===== config.mk =====
export PLATFORM = sky130hd
export DESIGN_NAME = sdhci_cmd_arbiter
export DESIGN_NICKNAME = d
export VERILOG_FILES = /design/src/rtl/sdhci_cmd_pkg.sv /design/src/rtl/sdhci_cmd_watchdog.sv /design/src/rtl/sdhci_cmd_arbiter.sv
export SDC_FILE = /design/constraint.sdc
export NUM_CORES = 1
export LEC_CHECK = 0
export CORE_UTILIZATION = 39
export DETAILED_ROUTE_END_ITERATION = 7
export GPL_ROUTABILITY_DRIVEN = 0
export GPL_TIMING_DRIVEN = 1
export PLACE_DENSITY = 0.84
export SLEW_MARGIN = 0
export SYNTH_ARGS = -nofsm -noshare
export SYNTH_HDL_FRONTEND = slang
export SYNTH_SLANG_ARGS = --single-unit
export TNS_END_PERCENT = 30

===== constraint.sdc =====
create_clock -name clk_i -period 1.5 [get_ports clk_i]
set_clock_uncertainty 0.2 [all_clocks]
set_input_delay 0.225 -clock clk_i [delete_from_list [all_inputs] [get_ports clk_i]]
set_output_delay 0.225 -clock clk_i [all_outputs]
set_load 0.01 [all_outputs]

===== src/rtl/sdhci_cmd_pkg.sv =====
// Types and constants shared by the SD command arbiter and its watchdog.
// Latency: n/a (declarations only).
// Backpressure: n/a (declarations only).
package sdhci_cmd_pkg;

  // Response format expected after a command has been shifted out
  typedef enum logic [1:0] {
    RSP_NONE    = 2'd0,
    RSP_136     = 2'd1,
    RSP_48      = 2'd2,
    RSP_48_BUSY = 2'd3
  } rsp_type_e;

  // Command request as presented by a requester and forwarded to the engine
  typedef struct packed {
    logic [5:0]  index;
    logic [31:0] arg;
    rsp_type_e   rsp_type;
    logic        data_present;
    logic        is_abort;
  } cmd_req_t;

  // Arbiter FSM states
  typedef enum logic [1:0] {
    ST_IDLE      = 2'd0,
    ST_ISSUE     = 2'd1,
    ST_WAIT_SENT = 2'd2,
    ST_WAIT_RSP  = 2'd3
  } arb_state_e;

  localparam logic [5:0] CMD12_INDEX = 6'd12;

  // Fixed auto-CMD12 request: STOP_TRANSMISSION, R1b, abort class
  function automatic cmd_req_t make_cmd12(input logic [31:0] arg);
    cmd_req_t c;
    c.index        = CMD12_INDEX;
    c.arg          = arg;
    c.rsp_type     = RSP_48_BUSY;
    c.data_present = 1'b0;
    c.is_abort     = 1'b1;
    return c;
  endfunction

endpackage


===== src/rtl/sdhci_cmd_watchdog.sv =====
// Stall counter for an outstanding command: cleared by load, counts while enabled.
// Latency: expired is combinational from the count register; asserts once count reaches Limit-1.
// Backpressure: none; the count saturates once expired so the flag stays up until reload.
module sdhci_cmd_watchdog #(
  parameter logic [31:0] Limit = 32'd1_000_000
) (
  input  logic clk,
  input  logic rst,
  input  logic load,
  input  logic en,
  output logic expired
);

  logic [31:0] cnt;

  assign expired = en && (cnt >= (Limit - 32'd1));

  // Count register: clear on load, otherwise advance while enabled and not yet expired
  always_ff @(posedge clk) begin
    if (rst) begin
      cnt <= 32'd0;
    end else if (load) begin
      cnt <= 32'd0;
    end else if (en && !expired) begin
      cnt <= cnt + 32'd1;
    end
  end

endmodule


===== src/rtl/sdhci_cmd_arbiter.sv =====
// Shares the SD command engine between software commands and auto-CMD12; optional watchdog via SDHCI_CMD_WATCHDOG_EN.
// Latency: grant one cycle after request seen in IDLE, cmd_valid_o the cycle after grant; all outputs registered.
// Backpressure: cmd_valid_o/cmd_o held until cmd_ready_i; requests stay pending while a command is in flight.
module sdhci_cmd_arbiter
  import sdhci_cmd_pkg::*;
#(
  parameter logic [31:0] Cmd12Arg       = 32'h0000_0000,
  parameter logic [31:0] WatchdogCycles = 32'd1_000_000
) (
  input  logic     clk_i,
  input  logic     rst_i,
  input  logic     sw_req_i,
  input  cmd_req_t sw_cmd_i,
  output logic     sw_gnt_o,
  input  logic     acmd12_req_i,
  output logic     acmd12_gnt_o,
  input  logic     dat_busy_i,
  output logic     cmd_valid_o,
  input  logic     cmd_ready_i,
  output cmd_req_t cmd_o,
  output logic     cmd_is_auto_o,
  input  logic     cmd_done_i,
  input  logic     rsp_done_i,
  input  logic     rsp_error_i,
  output logic     inhibit_cmd_o,
  output logic     cmd_complete_o,
  output logic     acmd12_complete_o,
  output logic     acmd12_error_o,
  output logic     timeout_o
);

  arb_state_e state, state_nxt;

  logic     sw_gnt_nxt, acmd12_gnt_nxt, cmd_valid_nxt, cmd_is_auto_nxt;
  logic     inhibit_nxt, cmd_complete_nxt, acmd12_complete_nxt, acmd12_error_nxt;
  logic     timeout_nxt;
  cmd_req_t cmd_nxt;

  logic     sw_ok, issue_hs, sent_evt, rsp_evt, wd_expire, wd_fire, finish;
  cmd_req_t cmd12;

  assign cmd12 = make_cmd12(Cmd12Arg);

  // A data command must not start while DAT is busy unless it is an abort
  assign sw_ok    = sw_req_i && !(sw_cmd_i.data_present && dat_busy_i && !sw_cmd_i.is_abort);
  assign issue_hs = (state == ST_ISSUE) && cmd_valid_o && cmd_ready_i;
  assign sent_evt = (state == ST_WAIT_SENT) && cmd_done_i;
  assign rsp_evt  = (state == ST_WAIT_RSP) && rsp_done_i;
  // A done pulse landing in the expiry cycle wins over the timeout
  assign wd_fire  = wd_expire && (((state == ST_WAIT_SENT) && !cmd_done_i) ||
                                  ((state == ST_WAIT_RSP) && !rsp_done_i));
  assign finish   = (sent_evt && (cmd_o.rsp_type == RSP_NONE)) || rsp_evt || wd_fire;

`ifdef SDHCI_CMD_WATCHDOG_EN
  logic wd_en;
  assign wd_en = (state == ST_WAIT_SENT) || (state == ST_WAIT_RSP);

  sdhci_cmd_watchdog #(
    .Limit(WatchdogCycles)
  ) u_watchdog (
    .clk    (clk_i),
    .rst    (rst_i),
    .load   (issue_hs),
    .en     (wd_en),
    .expired(wd_expire)
  );
`else
  assign wd_expire = 1'b0;
`endif

  // State and registered outputs; reset abandons any command in flight
  always_ff @(posedge clk_i) begin
    if (rst_i) begin
      state             <= ST_IDLE;
      sw_gnt_o          <= 1'b0;
      acmd12_gnt_o      <= 1'b0;
      cmd_valid_o       <= 1'b0;
      cmd_o             <= '0;
      cmd_is_auto_o     <= 1'b0;
      inhibit_cmd_o     <= 1'b0;
      cmd_complete_o    <= 1'b0;
      acmd12_complete_o <= 1'b0;
      acmd12_error_o    <= 1'b0;
      timeout_o         <= 1'b0;
    end else begin
      state             <= state_nxt;
      sw_gnt_o          <= sw_gnt_nxt;
      acmd12_gnt_o      <= acmd12_gnt_nxt;
      cmd_valid_o       <= cmd_valid_nxt;
      cmd_o             <= cmd_nxt;
      cmd_is_auto_o     <= cmd_is_auto_nxt;
      inhibit_cmd_o     <= inhibit_nxt;
      cmd_complete_o    <= cmd_complete_nxt;
      acmd12_complete_o <= acmd12_complete_nxt;
      acmd12_error_o    <= acmd12_error_nxt;
      timeout_o         <= timeout_nxt;
    end
  end

  // Next-state: grant from IDLE, handshake, then wait for send and optional response
  always_comb begin
    state_nxt = state;
    unique case (state)
      ST_IDLE: begin
        if (acmd12_req_i || sw_ok) state_nxt = ST_ISSUE;
      end
      ST_ISSUE: begin
        if (issue_hs) state_nxt = ST_WAIT_SENT;
      end
      ST_WAIT_SENT: begin
        if (cmd_done_i) begin
          state_nxt = (cmd_o.rsp_type == RSP_NONE) ? ST_IDLE : ST_WAIT_RSP;
        end else if (wd_fire) begin
          state_nxt = ST_IDLE;
        end
      end
      ST_WAIT_RSP: begin
        if (rsp_done_i || wd_fire) state_nxt = ST_IDLE;
      end
      default: state_nxt = ST_IDLE;
    endcase
  end

  // Next values of the registered outputs
  always_comb begin
    sw_gnt_nxt          = 1'b0;
    acmd12_gnt_nxt      = 1'b0;
    cmd_nxt             = cmd_o;
    cmd_is_auto_nxt     = cmd_is_auto_o;
    cmd_valid_nxt       = 1'b0;
    inhibit_nxt         = (state != ST_IDLE);
    cmd_complete_nxt    = 1'b0;
    acmd12_complete_nxt = 1'b0;
    acmd12_error_nxt    = 1'b0;
    timeout_nxt         = wd_fire;

    // Auto-CMD12 has priority; the grant pulse is issued as ISSUE is entered
    if (state == ST_IDLE) begin
      acmd12_gnt_nxt = acmd12_req_i;
      sw_gnt_nxt     = !acmd12_req_i && sw_ok;
    end

    // The command is captured during the grant pulse and valid rises right after it
    if (state == ST_ISSUE) begin
      cmd_valid_nxt = !(cmd_valid_o && cmd_ready_i);
      if (acmd12_gnt_o) begin
        cmd_nxt         = cmd12;
        cmd_is_auto_nxt = 1'b1;
      end else if (sw_gnt_o) begin
        cmd_nxt         = sw_cmd_i;
        cmd_is_auto_nxt = 1'b0;
      end
    end

    if (finish) begin
      cmd_complete_nxt    = !cmd_is_auto_o;
      acmd12_complete_nxt = cmd_is_auto_o;
      acmd12_error_nxt    = cmd_is_auto_o && (wd_fire || (rsp_evt && rsp_error_i));
    end
  end

endmodule

; ---- After elaboration in Yosys (flattened, before gate mapping)
; Cells that the tools add are included.
[classes]
eq_ne = 7
mux = 10
bitwise = 3
reduce_logical = 28
[op_table]
columns = op, n
row1 = 2-to-1 mux 42 bit, 2
row2 = logical AND 1 bit, 12
row3 = 2-to-1 mux 2 bit, 5
row4 = != test 2 bit (second input constant), 4
row5 = case mux 2 bit (4 select lines), 1
row6 = OR reduction 2 bit, 3
row7 = logical NOT 1 bit, 5
row8 = equality test 2 bit (second input constant), 2
row9 = logical NOT 2 bit, 2
row10 = AND reduction 4 bit, 1
row11 = nonzero test 2 bit, 2
row12 = inverter 1 bit, 3
row13 = equality test 2 x 1 -> 1 bit (second input constant), 1
row14 = logical OR 1 bit, 2
row15 = 2-to-1 mux 1 bit, 2
row16 = AND reduction 2 bit, 1
[totals]
regBits = 52
inputBits = 51
output_inout_bits = 51

; ---- Depth between registers and ports, before layout
[logic_depth]
depth_word = 7
mapped_depth = 5

; ---- Worst setup path before layout
; Ideal clock, no wire load.
[synth_path]
path_kind = register to register
startpoint = reg sw_gnt_o
endpoint = reg cmd_o[32] in the netlist's numbering
arrival_ps = 1148
slack_ps = 82
path_stages_with_launch = 6
path_buffers = 2
period_less_slack_ps = 1418
cell_sequence = dfxtp_1 > and4bb_2 > buf_2 > buf_4 > nand2_1 > a21oi_1
[synth_via]
elab_chain_cells = 2
[synth_rtl]
columns = element, line
row1 = "start, declared", sdhci_cmd_arbiter.sv:14  ; output logic sw_gnt_o,
row2 = "start signal, assigned", sdhci_cmd_arbiter.sv:87  ; sw_gnt_o <= sw_gnt_nxt;
row3 = nonzero test 2 bit (no source line), -
row4 = AND reduction 2 bit (no source line), -
row5 = "end signal, assigned", sdhci_cmd_arbiter.sv:90  ; cmd_o <= cmd_nxt;
row6 = "end, declared", sdhci_cmd_arbiter.sv:20  ; output cmd_req_t cmd_o,
; No other way between the ends.
; A chain may end at the register's enable or synchronous reset.

; ---- Final worst setup path
[layout_path]
startpoint = reg acmd12_gnt_o
endpoint = reg cmd_o[30] in the netlist's numbering
[layout_via]
elab_chain_cells = 2
[layout_rtl]
columns = element, line
row1 = "start, declared", sdhci_cmd_arbiter.sv:16  ; output logic acmd12_gnt_o,
row2 = "start signal, assigned", sdhci_cmd_arbiter.sv:88  ; acmd12_gnt_o <= acmd12_gnt_nxt;
row3 = nonzero test 2 bit (no source line), -
row4 = AND reduction 2 bit (no source line), -
; Parallel ways exist; a longest one is shown, timed or not.

==> metrics.md <==
| Metric | Value |
|---|---|
| Min-Delay Path Class | primary input to flop |
| Outcome | complete, but fails checks |
| Post-Synthesis Net Count | 287 |
| Final routed DRC violation total | 0 |
| Drt wl/cell | roughly 14 um |
| Clock Tree Root | clkbuf_8 |
| R2R depth | 6 |
| Clock Latency Late Sink | 0.30 ns |
| Critical Path RT | 1.54 ns |
| Initial antenna violation count | 0 |
| Final WL | about 6 mm |
| Synth Warn # | 0 |
| I/O Pins | approximately 100 |
| Final setup violation count | 35 |
| Crit path time final | ~1.6 ns |
| Floorplan die width | slightly above 70 um |
| Overall die height | ~73 um |
| Cts-stage hold buffer count | 0 |
| CTS tree | yes |
| PD cells | around 950 nW/um^2 |
| Max Cap Viol | 0 |
| Internal reg-to-reg setup slack | -0.07 ns |
| Router iterations before antenna repair | 4 |
| Violated checks | setup timing |
| Vias in the first global route | between 2000 and 2500 |
| Core Box Area | about 4800 sq um |
| Initial DRC count | a little under 100 |
| Post-DP HPWL | about 3.7 mm |
| Util after Layout | approximately 73% |
| Seq cells post-synth | 52 |
| Vias/cell | 5.11 |
| Cells after Synth | 236 |
| H-tree levels | 2 |
| Share of layout cells above drive strength 1 | around a fifth |
| Fillers | roughly 400 |
| Clock-pin slew on the worst setup and hold paths | about 0.090 ns |
| Multi-input gate area | 933 sq um |
| Max VDD drop | ~0.00056 V |
| Post-synthesis sequential area ratio | roughly 53% |
| Max Root-Sink Buffers | 2 |
| Startpoint type of the worst setup path | flop |
| Vias | between 2000 and 2500 |
| Worst Setup EP | cmd_o[30] |
| Post-synth cell types | 28 |
| Reg-to-Reg End | cmd_o[30] |
| Worst r2r src | acmd12_gnt_o |
| Crit Path Max Fanout | 6 |
| Total track usage | 23.1% |
| Row count | 25 |
| Largest net degree at the start of global routing | 40 |
| Starting Density | 41.0% |
| Post-route ant nets | 0 |
| Overall die area | between 5000 and 6000 sq um |
| PortBufs | 100 |
| Max-slew violations | 0 |
| Max Freq | 639 MHz |
| Final Hold Fails | 0 |
| Fin Hold WS | just over 0.05 ns |
| Nets@finish | 401 |
| Syn Area/Cell | slightly above 8 sq um |
| First-pass GRT wire length | between 9 and 10 mm |
| Netlist Area Pre-Place | 1950 sq um |
| Area Overhead vs Synth | 77.7% |
| Period utilization | 104% |
| CP arrival | approximately 1.6 ns |
| RSZ-0062 raised after global routing | true |
| P_leak | about 1.5 nW |
| Inserted Diodes | 0 |
| Setup crit start | acmd12_gnt_o |
| Setup WS post-layout | -0.0655 ns |
| Sequential cell area | about 1000 sq um |
| GR Overflow Total | 0 |
| Clock Sinks | 52 |
| Endpoint type of the worst setup path | flop |
| CTS Buf Count | 5 |
| Kind of critical path | flop to flop |
## report_power, final
group	internal, mW	switching (mW)
Combinational	0.426	0.409
Sequential	1.45	0.0546
Clock	0.495	0.443
Total	2.37	0.907
## metal layers
layer | GRT usage [%] | vias to the layer above | share of wire (%)
met4 | 7.41 | 0 | 0.98
met2 | 41.4 | 83 | 51
met3 | 4.97 | 8 | 6.5
li1 | - | 1039 | -
met1 | 27.5 | 1005 | 41
met5 | 0 | - | 0
## cells in the mapped netlist, drive strengths merged
library cell  instances  share of area, %
nor2b                 1              0.32
nor3                  6               1.5
nor4bb                1              0.51
nand2b                2              0.64
nand3                 2              0.51
o21a                  1              0.39
o21ai                39                10
nand4bb               1              0.58
a311oi                1              0.45
nand2                38               7.3
or3b                  1              0.45
buf                   6               2.1
a211oi                1              0.39
a21oi                46                12
conb                  1              0.19
and4bb                1              0.64
o211ai                1              0.39
nor4b                 1              0.45
nor2                 11               2.1
or2                   1              0.32
inv                   2              0.39
dfxtp                52                53
nand3b                3               1.2
clkbuf               14               2.8
or3                   1              0.32
nand4b                2              0.90
## metrics by stage
| step | total power, mW | TNS (ns) | area (sq um) | std cells | worst slack (ns) |
|---|---|---|---|---|---|
| 6_report | 3.28 | -1.42 | 3460 | 418 | -0.0655 |
| 3_3_place_gp | 2.26 | -11.68 | 3050 | 395 | -0.316 |
| 4_1_cts | 3.28 | -0.0942 | 3370 | 418 | -0.0157 |
| 5_1_grt | 3.43 | -3.34 | 3460 | 418 | -0.112 |
| 3_5_place_dp | 2.27 | -13.35 | 3050 | 395 | -0.407 |
| 2_1_floorplan | 1.86 | 0 | 1950 | 236 | 0.0816 |
## layout by cell type (no fill, tap or decap), types with 2 or more instances in the layout
cell type,count
a21oi_1,29
a21oi_2,17
buf_12,5
buf_16,4
buf_2,2
buf_4,13
buf_6,3
clkbuf_8,5
clkdlybuf4s50_1,49
dfxtp_1,50
dfxtp_4,2
dlygate4sd2_1,48
inv_1,2
nand2_1,28
nand2_2,7
nand2_4,3
nand2b_1,2
nand3_1,2
nand3b_1,3
nand4b_1,2
nor2_1,10
nor2_4,2
nor3_1,6
o21ai_0,39
## sequential cells by signal, summed over array words and instances (netlist names)
signal / flops
cmd_o: 42
acmd12_gnt_o: 1
acmd12_error_o: 1
cmd_complete_o: 1
sw_gnt_o: 1
acmd12_complete_o: 1
inhibit_cmd_o: 1
cmd_valid_o: 1
cmd_is_auto_o: 1
state: 2
## repair_timing
action | 4_1_cts | 5_1_grt
endpoints found under the setup margin | 87 | 42
pin swaps | 21 | 22
gates resized for setup | 72 | 29
gates cloned | 5 | 0
setup buffers | 10 | 0
## logic make-up after synthesis
group / count (synthesis) / share of synthesized area [%]
AO/OA/AOI/OAI: 89 / 23.4
buffers and inverters: 22 / 5.20
AND/OR/NAND/NOR: 72 / 17.8
flip-flops: 52 / 53.4
other: 1 / 0.192
## layout make-up
class	instances	area share, %
sequential	52	30.3
tap	67	2.42
inverter	2	0.217
clock buffer	6	2.10
multi-input combinational	163	27.0
clock inverter	2	1.01
timing repair buffer	126	37.0
## worst min path at each step
stage / startpoint / endpoint / slack [ns] / cells after the start
after floorplan: acmd12_req_i / sw_gnt_o / 0.10 / 1
after global placement: cmd_o[27] / cmd_o[27] / 0.26 / 2
after detailed placement: cmd_o[29] / cmd_o[29] / 0.26 / 2
after CTS: rst_i / acmd12_gnt_o / 0.03 / 3
after global routing: rst_i / acmd12_gnt_o / 0.07 / 3
final: rst_i / acmd12_gnt_o / 0.05 / 3
## critical path: stages, from the launching register on
cell and delay (ns):
dfxtp_4 0.35, buf_6 0.12, and4bb_4 0.39, buf_12 0.14, buf_12 0.12, nand2_4 0.05, a21oi_2 0.13
Power figures use the tool's default switching activity.
==> variant (config.mk and constraints unchanged) <==
The option `SDHCI_CMD_WATCHDOG_EN` is turned on by a define.
--- a/src/rtl/sdhci_cmd_arbiter.sv
+++ b/src/rtl/sdhci_cmd_arbiter.sv
@@ -2,4 +2,6 @@
 // Latency: grant one cycle after request seen in IDLE, cmd_valid_o the cycle after grant; all outputs registered.
 // Backpressure: cmd_valid_o/cmd_o held until cmd_ready_i; requests stay pending while a command is in flight.
+`define SDHCI_CMD_WATCHDOG_EN
+
 module sdhci_cmd_arbiter
   import sdhci_cmd_pkg::*;
Formal check against the unedited RTL: no difference found for any inputs over 10 cycles, from zero or initial values and one cycle with rst_i high; that may be too few to reach the edited logic, so the function may still have changed.
==> variant against the original RTL <==
Highest routed layer unchanged. The flow still finishes with violations (setup timing). Worst hold slack better by 0.15 ns. Largest cell class is now multi-input gates. Synthesized cell count up 69%. Sequential share of layout area up 0.23 points. Design area up 63%. Sequential cell count up 33. Total power up 74%. Worst setup slack worse by 0.64 ns. Routed wire length up 80%. Synthesized area up 75%.
==> variant: results (changes against the original RTL) <==
Run status
  – Status: finished, violations left (unchanged)
  – Failing checks: setup timing (unchanged)

Synth
  – Most frequent cells after synthesis: 85 x dfxtp_1, 85 x nand2_1, 43 x a21oi_1 (was 52 x dfxtp_1, 46 x a21oi_1, 39 x o21ai_0)
  – Synth area leaders: dfxtp_1 50%, nand2_1 9.4%, a21oi_1 6.3% (was dfxtp_1 53%, a21oi_1 12%, o21ai_0 10%)
  – Compound-cell area share of the yosys netlist: 16.1% (was 23.4%)
  – Synth cell types: 50 (was 28)
  – #FFs+latches synth: 85 (was 52)
  – Adder-cell share of the synthesized area: 0.367% (was 0%)

Finish
  – Layout cells sized above 1: 31.9% (was 19.7%)
  – Biggest regs: cmd_o (42), u_watchdog.cnt (32), state (2) (was cmd_o (42), state (2))
  – Fill cells: 621 (was 389)

Clock tree
  – PostCTS Resize Cnt: 89 (was 72)
  – Post-CTS Setup Repair Bufs: 12 (was 10)
  – Clock Latency Late Sink: 0.36 ns (was 0.30 ns)
  – H-tree depth: 3 (was 2)

GRT
  – Vias in the first global route: 3535 (was 2018)
  – Global-route wire length before repair: 16500 um (was 9370 um)
  – GRT Total Usage: 23.6% (was 23.1%)

Power and ir drop
  – Max rail drop VDD: 0.688 mV (was 0.564 mV)
  – Leakage power: 2.34 nW (was 1.46 nW)

Detailed routing
  – Via density per instance: 5.30 (was 5.11)
  – Number of DRC markers in iteration 0: 213 (was 98)
  – WL/cell: 15.9 um (was 14.4 um)

Worst hold path
  – HP Start: sw_cmd_i[17] (was rst_i)
  – Hold endpoint: cmd_o[17]$_SDFFE_PP0P_ (was acmd12_gnt_o$_SDFF_PP0_)

Worst setup path
  – Reg2reg path depth: 7 (was 6)
  – Max incr delay on CP: 0.43 ns (was 0.39 ns)
  – Critical Path Sink: u_watchdog.cnt[5]$_SDFFE_PP0P_ (was cmd_o[30]$_SDFFE_PP0P_)
  – Worst path arrival time: 2.30 ns (was 1.60 ns)
  – Reg-to-Reg Start: u_watchdog.cnt[11]$_SDFFE_PP0P_ (was acmd12_gnt_o$_SDFF_PP0_)

Timing
  – Hold Slack: 0.204 ns (was 0.0513 ns)
  – Setup violators final: 27 (was 35)
  – Setup slack after layout: -0.703 ns (was -0.0655 ns)

Placed design
  – Dpl hpwl: 6940 um (was 3660 um)
  – PortBufs: 101 (was 100)
  – Dpl ws: -0.713 ns (was -0.407 ns)
variant: changes by cell type after synthesis, sizes merged, moves of 12 or more:
| cell | change |
|---|---|
| and2 | +14 |
| dfxtp | +33 |
| nand2 | +48 |
| nor2 | +21 |
| o21ai | -36 |
| or4 | +12 |
variant: worst register-to-register path: cells and delay by family (launching register included):
| kind | cells | cell delay, ns |
|---|---|---|
| AND/OR/NAND/NOR | 2 | 0.83 |
| AO/OA/AOI/OAI | 3 | 0.50 |
| flip-flops | 1 | 0.37 |
| buffers and inverters | 2 | 0.24 |
variant: routing by layer:
metal  GRT usage [%]  wire length, um  up-vias
met5               0                0        -
met4            9.58              259        0
met3            7.18              837       24
met2            40.4             5510      126
met1            27.3             4190     1715
li1                -                -     1734
variant: layout make-up:
type / instances / share of cell area (%)
timing repair buffer: 181 / 29.2
clock inverter: 7 / 1.86
multi-input combinational: 287 / 33.6
inverter: 5 / 0.332
sequential: 85 / 30.5
clock buffer: 9 / 2.19
tap: 105 / 2.32
variant: cell families after synthesis:
group                    Yosys count
AO/OA/AOI/OAI                     86
XOR/XNOR                           1
adder cells (fa/ha/maj)            1
buffers and inverters             27
flip-flops                        85
AND/OR/NAND/NOR                  198
variant: power by group:
part	switching, W	internal (W)	leakage, nW	total [W]
Clock	0.000904	0.000961	0.112	0.00186
Combinational	0.000636	0.000710	1.53	0.00135
Sequential	0.000111	0.00239	0.693	0.00250
variant: stage by stage:
stage | instance area [um2] | instances | setup TNS [ns] | total power [W]
after global routing | 5650 | 679 | -18.97 | 0.00594
after detailed placement | 4990 | 648 | -22.59 | 0.00372
after CTS | 5400 | 678 | -14.85 | 0.00558
final | 5650 | 679 | -15.95 | 0.00571
after floorplan | 3460 | 398 | -16.27 | 0.00305
after global placement | 4990 | 648 | -19.93 | 0.00368
